===== src/rtl/fetch_pkg.sv =====
// Shared types and constants for the fetch PC sequencer.
package fetch_pkg;

    typedef enum logic [1:0] {
        BOOT,
        RUN,
        INT_VEC
    } fetch_state_t;

    // Opcode field location in the instruction word
    localparam int unsigned OPC_HI = 15;
    localparam int unsigned OPC_LO = 11;
    localparam int unsigned OPC_W  = OPC_HI - OPC_LO + 1;

    // Opcode bits [4:3] equal to this value mark a two-word instruction
    localparam logic [1:0] OPC_IMM_CLASS = 2'b11;

    localparam int unsigned DEF_RST_VEC_ADDR = 0;
    localparam int unsigned DEF_INT_VEC_ADDR = 2;

endpackage


===== src/rtl/inst_length_decode.sv =====
// Instruction length decode: opcode -> one or two words and the matching PC step.
module inst_length_decode
    import fetch_pkg::*;
(
    input  logic [OPC_W-1:0] opcode,
    output logic             is_two_word,
    output logic [1:0]       pc_inc
);

    // Only the class bits matter for length; the rest select the operation downstream
    logic [OPC_W-3:0] unused_opc_low;
    assign unused_opc_low = opcode[OPC_W-3:0];

    assign is_two_word = (opcode[OPC_W-1:OPC_W-2] == OPC_IMM_CLASS);
    assign pc_inc      = is_two_word ? 2'd2 : 2'd1;

endmodule


===== src/rtl/fetch_pc_sequencer.sv =====
// PC-generation front end: boot vector, sequential stepping, stall, branch redirect.
// Interrupt support (pending flag, EPC, INT_VEC state) is built only when FETCH_INT_EN is defined.
module fetch_pc_sequencer
    import fetch_pkg::*;
#(
    parameter int unsigned       ADDR_W       = 32,
    parameter int unsigned       INST_W       = 16,
    parameter logic [ADDR_W-1:0] RST_VEC_ADDR = ADDR_W'(DEF_RST_VEC_ADDR),
    parameter logic [ADDR_W-1:0] INT_VEC_ADDR = ADDR_W'(DEF_INT_VEC_ADDR)
) (
    input  logic              clk,
    input  logic              reset,
    output logic [ADDR_W-1:0] im_addr,
    input  logic [INST_W-1:0] im_rdata0,
    input  logic [INST_W-1:0] im_rdata1,
    input  logic              stall,
    input  logic              branch_taken,
    input  logic [ADDR_W-1:0] branch_target,
    input  logic              int_req,
    output logic              int_ack,
    output logic [ADDR_W-1:0] epc,
    output logic [INST_W-1:0] inst,
    output logic [INST_W-1:0] imm,
    output logic [ADDR_W-1:0] pc,
    output logic [ADDR_W-1:0] next_pc,
    output logic              valid
);

    fetch_state_t      state;
    logic [ADDR_W-1:0] pc_q;
    logic [ADDR_W-1:0] vec_pc;
    logic              is_two_word;
    logic [1:0]        pc_inc;
    logic              take_int;

    inst_length_decode u_len (
        .opcode      (im_rdata0[OPC_HI:OPC_LO]),
        .is_two_word (is_two_word),
        .pc_inc      (pc_inc)
    );

    // Vectors are stored high word first
    assign vec_pc  = ADDR_W'({im_rdata0, im_rdata1});
    assign inst    = im_rdata0;
    assign imm     = is_two_word ? im_rdata1 : '0;
    assign pc      = pc_q;
    assign next_pc = pc_q + ADDR_W'(pc_inc);

`ifdef FETCH_INT_EN
    logic              int_pending;
    logic [ADDR_W-1:0] epc_q;

    // A redirect always wins; a stalled instruction cannot be interrupted
    assign take_int = (state == RUN) && !branch_taken && int_pending && !stall;
    assign int_ack  = !reset && (state == INT_VEC);
    assign epc      = epc_q;
`else
    logic unused_int_req;
    assign unused_int_req = int_req;
    assign take_int       = 1'b0;
    assign int_ack        = 1'b0;
    assign epc            = '0;
`endif

    assign valid = !reset && (state == RUN) && !branch_taken && !take_int;

    always_comb begin
        im_addr = pc_q;
        case (state)
            BOOT:    im_addr = RST_VEC_ADDR;
            INT_VEC: im_addr = INT_VEC_ADDR;
            default: ;
        endcase
    end

    always_ff @(posedge clk) begin
        if (reset) begin
            state <= BOOT;
            pc_q  <= '0;
`ifdef FETCH_INT_EN
            int_pending <= 1'b0;
            epc_q       <= '0;
`endif
        end else begin
            case (state)
                BOOT: begin
                    pc_q  <= vec_pc;
                    state <= RUN;
                end
                RUN: begin
                    if (branch_taken) begin
                        pc_q <= branch_target;
`ifdef FETCH_INT_EN
                    end else if (take_int) begin
                        state <= INT_VEC;
`endif
                    end else if (!stall) begin
                        pc_q <= next_pc;
                    end
                end
`ifdef FETCH_INT_EN
                INT_VEC: begin
                    pc_q  <= vec_pc;
                    state <= RUN;
                end
`endif
                default: state <= BOOT;
            endcase
`ifdef FETCH_INT_EN
            if (take_int) begin
                epc_q <= pc_q;
            end
            // A new request in the vector cycle outranks the service clear
            if (int_req) begin
                int_pending <= 1'b1;
            end else if (state == INT_VEC) begin
                int_pending <= 1'b0;
            end
`endif
        end
    end

endmodule


===== config.mk =====
export PLATFORM = sky130hd
export DESIGN_NAME = fetch_pc_sequencer
export DESIGN_NICKNAME = d
export VERILOG_FILES = /design/src/rtl/fetch_pkg.sv /design/src/rtl/inst_length_decode.sv /design/src/rtl/fetch_pc_sequencer.sv
export SDC_FILE = /design/constraint.sdc
export NUM_CORES = 1
export LEC_CHECK = 0
export BUFFER_PORTS_ARGS = -buffer_cell sky130_fd_sc_hd__buf_2
export CAP_MARGIN = 20
export CELL_PAD_IN_SITES_DETAIL_PLACEMENT = 0
export CELL_PAD_IN_SITES_GLOBAL_PLACEMENT = 1
export CORE_UTILIZATION = 28
export CTS_CLUSTER_SIZE = 24
export DETAILED_ROUTE_END_ITERATION = 10
export GPL_TIMING_DRIVEN = 0
export PLACE_DENSITY = 0.93
export SETUP_SLACK_MARGIN = 0.2
export SLEW_MARGIN = 20
export SYNTH_ARGS = -nofsm -noshare
export SYNTH_HDL_FRONTEND = slang
export SYNTH_SLANG_ARGS = --single-unit

===== constraint.sdc =====
create_clock -name clk -period 2.9 [get_ports clk]
set_clock_uncertainty 0.1 [all_clocks]
set_input_delay 0 -clock clk [delete_from_list [all_inputs] [get_ports clk]]
set_output_delay 0 -clock clk [all_outputs]
set_load 0.02 [all_outputs]

* Yosys cells after proc, flatten, opt, wreduce, memory -nomap -nowiden
Cells that the tools add are included.
Word-level totals: register bits 34, latch bits 0, bits in writable memories 0, ROM bits 0, output and inout bits 162, word-level logic and storage cells 21, memories 0
Cells by class: add/subtract/negate cells 1, multiply operators 0, divide/modulo/power cells 0, order comparisons 0, equal/unequal tests 4, shift-type cells 0, mux-type cells 7, bitwise logic cells 0, reduce and logical (&&, ||, !) cells 7
Operators by type and width (number):
- case mux 32 bit (2 select lines) | 2
- 2-to-1 mux 32 bit | 2
- adder 32 x 2 -> 32 bit | 1
- 2-to-1 mux 16 bit | 1
- equality test 2 bit, second input constant | 2
- case mux 2 bit (2 select lines) | 1
- inequality test 3 bit, second input constant | 1
- equality test 2 x 1 -> 1 bit, second input constant | 1
- logical AND 1 bit | 2
- logical NOT 1 bit | 2
- logical NOT 2 bit | 1
- 2-to-1 mux 2 bit | 1
- AND reduction 2 bit | 1
- nonzero test 2 bit | 1

* Logic depth before layout (Yosys ltp)
depth after elaboration 6, gate-level depth with buffers 8, depth with buffers taken out 8

* Cells and area by module
A second synthesis with hierarchy kept.
Unflattened totals: cell total of the unflattened synthesis 473, area total of the unflattened synthesis 3452.1 µm²
Modules (own cells, without submodules):
- fetch_pc_sequencer | times used 1, cells each 470, area an instance 3434.5 µm²
- inst_length_decode | times used 1, cells each 3, area an instance 17.5 µm²

* Worst setup path before layout
OpenSTA, ideal clock, no wires.
kind reg2out, start register pc_q[1] (netlist: pc[1]), end output port next_pc[16], arrival 2.267 ns, data required time 2.800 ns, setup slack 0.533 ns, cell stages (with the launch flop) 8, buffers on the path 1, cell sequence dfxtp_1 clkbuf_1 xnor2_1 ha_1 nand2_1 a2111o_1 or2_2 xnor2_1
On the way: word-level cells in the longest chain between the ends 1
Ends and longest elaborated chain:
- from (decl) | RTL line fetch_pc_sequencer.sv:30 | logic [ADDR_W-1:0] pc_q;
- from (signal assigned) | RTL line fetch_pc_sequencer.sv:87 | pc_q <= vec_pc;
- from (signal assigned) | RTL line fetch_pc_sequencer.sv:92 | pc_q <= branch_target;
- from (signal assigned) | RTL line fetch_pc_sequencer.sv:98 | pc_q <= next_pc;
- adder 32 x 2 -> 32 bit | RTL line fetch_pc_sequencer.sv:47 | assign next_pc = pc_q + ADDR_W'(pc_inc);
- to (decl) | RTL line fetch_pc_sequencer.sv:25 | output logic [ADDR_W-1:0] next_pc,
No other way between the ends.

* Worst setup path in the final report
start register pc_q[1] (netlist: pc[1]), end output port next_pc[28]
The elaborated chain is that of the path after synthesis.

==> metrics.cfg <==
[outcome]
outcome = finished, final reports clean

[pwr]
clockPowerShare = 0.329
pwr-share-seq = 0.279
peakVddDrop_v = 0.000190
p_int_w = 0.00122
comb_power_share = 0.391
p_per_area_nw_per_um2 = 366
switchingPower_w = 0.000725
power.leakage_nw = 2.68
sw_frac_of_total = 0.373

[synthesis]
yosysTopAreaCellShare = 0.192
synth_commonest_cells = 49 x buf_4, 44 x nor2_1, 38 x nand2_1
synth_edf_count = 0
yosys.area.top_type = dfxtp_1
ys.flop_type = dfxtp_1
async_flop_share = 0
synth_area_leaders = dfxtp_1 19%, buf_4 11%, xnor2_1 7.1%, and2_1 5.3%, nor2_1 4.8%
yosysUniqueCellTypes = 59
synth-seq-cells = 33
synth_most_common_cell = buf_4
syn_inst = 482
ys_seq_area_frac = 0.192
synth_area_per_cell_sq_um = 7.14
syn_area_sq_um = 3440
yosysWarnings = 0

[finish]
nNetsFinal = 823
layout-drive-gt1-share = 0.377
multi_input_area_sq_um = 2390
final-seq-area_sq_um = 661
n_fill_cell = 1293
n_antenna_cell = 0
postLayoutCoreUtil = 0.442
syn_to_final_growth_pct = 54.5

[route]
ant_nets = 0
initialDrtViolationCount = 358
wl_per_cell_microns = 17.3
drc = 0
wirelength_microns = 15600
num_vias = 4545
drt_pass1_iterations = 6
vias_per_cell = 5.04

[clock_network]
clk_path_buf_depth = 2
clk_pin_slew_ns = 0.06
cts_made_buffers = 5
root_buffer = clkbuf_16
clock_latency_ns = 0.28
tritoncts = yes
h-tree-depth = 2
clock-sinks = 33

[sta]
finalCriticalPeriod_ns = 2.59
timing.final.crit_share = 0.893
slew_violations = 0
fmax_ghz = 0.386
rsz0062_at_grt = no
fin_setup_tns_ns = 0
finalHoldViolCount = 0
setup_viol = 0
max_slew_margin = 0.468
worstMarginPinSlew_ns = 0.793

[setup_path]
critPathMaxFanout = 8
crit_arrival_ns = 2.49
cp.required_ns = 2.80
cp-start-kind = flop
worstSetupPathType = reg -> out
endpoint_kind = primary output

[die]
die_h_microns = 113
die_w_microns = 113
rows = 40
core-area_sq_um = 12000
dieArea_sq_um = 12700
initial_core_util = 0.286
io_pins = 231

[grt]
antenna_found_initial = 0
overflow = 0
grt_pass1_wl_microns = 22700
grt_pass1_vias = 4173
grt_start_max_net_pins = 11
grt_usage = 0.233

[placed_design]
routabilityCongestion = 0.857
placement.io_buffers = 196
dp_hpwl_microns = 11900

[min_path]
hold_path.class = in -> reg

[flow_run]
drv_cap = 0

[state kept, by name, indices dropped and copies added (netlist names)]
name,count
pc,32
state,1
[layout make-up]
cell class | count | area share
multi-input cells | 385 | 0.450
repair buffers | 232 | 0.252
flip-flops and latches | 33 | 0.124
inverters | 11 | 0.00777
clock buffers | 7 | 0.0268
plain buffers | 85 | 0.0994
clock inverters | 1 | 0.00565
well taps | 147 | 0.0346
[critical path, cell delays in order (launching register included)]
cell,delay (ns)
dfxtp_1,0.30
clkbuf_4,0.18
xnor2_2,0.16
ha_2,0.22
nand2_2,0.11
a2111o_1,0.50
o31a_1,0.28
or2_2,0.29
buf_2,0.16
[what timing repair did]
| action | in CTS | in global routing |
|---|---|---|
| hold endpoints to repair | 23 | 0 |
| gates resized for setup | 1 | 16 |
| setup endpoints to repair | 5 | 22 |
| hold buffers | 34 | 0 |
| pin swaps | 0 | 3 |
| setup buffers | 0 | 2 |
[metrics by stage]
| stage | hold WS, ns | cells | total power (W) | worst slack (ns) | cell area [sq um] |
|---|---|---|---|---|---|
| after floorplan | 0.00862 | 514 | 0.00100 | 0.533 | 3560 |
| after global placement | 0.141 | 857 | 0.00125 | 0.302 | 4720 |
| after detailed placement | 0.144 | 857 | 0.00126 | 0.326 | 4720 |
| after CTS | 0.00181 | 899 | 0.00194 | 0.208 | 5240 |
| after global routing | 0.00601 | 901 | 0.00203 | 0.183 | 5310 |
| final | 0.00794 | 901 | 0.00195 | 0.309 | 5310 |
[power by group through the flow]
stage	Sequential, W	Clock [W]	Combinational [W]
2_1_floorplan	0.000579	0	0.000421
3_3_place_gp	0.000550	0	0.000703
3_5_place_dp	0.000552	0	0.000705
4_1_cts	0.000542	0.000648	0.000749
5_1_grt	0.000549	0.000669	0.000810
6_report	0.000543	0.000641	0.000761
[metal layers]
layer	track usage	share of wire
met1	0.272	0.40
met2	0.422	0.49
met3	0.0520	0.087
met4	0.0693	0.019
met5	0	0
[final timing paths]
kind | startpoint | slack, ns | to | cells past startpoint
setup / recovery | pc[1]$_SDFFE_PP0P_ | 0.31 | next_pc[28] | 8
hold / removal | im_rdata0[4] | 0.008 | pc[20]$_SDFFE_PP0P_ | 3
setup reg to reg | state[0]$_SDFFE_PP0N_ | 0.31 | pc[5]$_SDFFE_PP0P_ | 6
hold reg to reg | pc[16]$_SDFFE_PP0P_ | 0.48 | pc[16]$_SDFFE_PP0P_ | 2
[placed cells by master, fill, tap and decap left out, types with 5 or more instances in the layout]
| cell type | synthesis | final |
|---|---|---|
| clkbuf_1 | 24 | 22 |
| nor2_1 | 44 | 44 |
| a222oi_1 | 5 | 5 |
| o22ai_1 | 14 | 14 |
| and3_1 | 24 | 24 |
| buf_4 | 49 | 51 |
| nand4_1 | 16 | 16 |
| nor4_1 | 8 | 6 |
| o21ai_0 | 15 | 15 |
| nor3_1 | 14 | 14 |
| xnor2_1 | 28 | 27 |
| a21oi_1 | 14 | 14 |
| buf_2 | 9 | 205 |
| nand2_1 | 38 | 36 |
| dfxtp_1 | 33 | 33 |
| clkbuf_16 | 0 | 5 |
| nand3_1 | 16 | 16 |
| dlygate4sd3_1 | 0 | 34 |
| inv_1 | 10 | 10 |
| and2_1 | 29 | 29 |
| xor2_1 | 11 | 11 |
| conb_1 | 1 | 33 |
| a211oi_1 | 6 | 5 |
| and4_1 | 5 | 5 |
[cell families (layout without fill, tap and decap cells)]
family / count (synthesis) / after routing / synth area share
AO/OA/AOI/OAI: 95 / 95 / 0.199
XOR/XNOR: 39 / 39 / 0.0993
adder cells (fa/ha/maj): 1 / 1 / 0.00364
buffers and inverters: 96 / 336 / 0.164
flip-flops: 33 / 33 / 0.192
multiplexers: 4 / 4 / 0.0116
other: 1 / 33 / 0.00109
AND/OR/NAND/NOR: 213 / 213 / 0.330
Power figures use the tool's default switching activity.
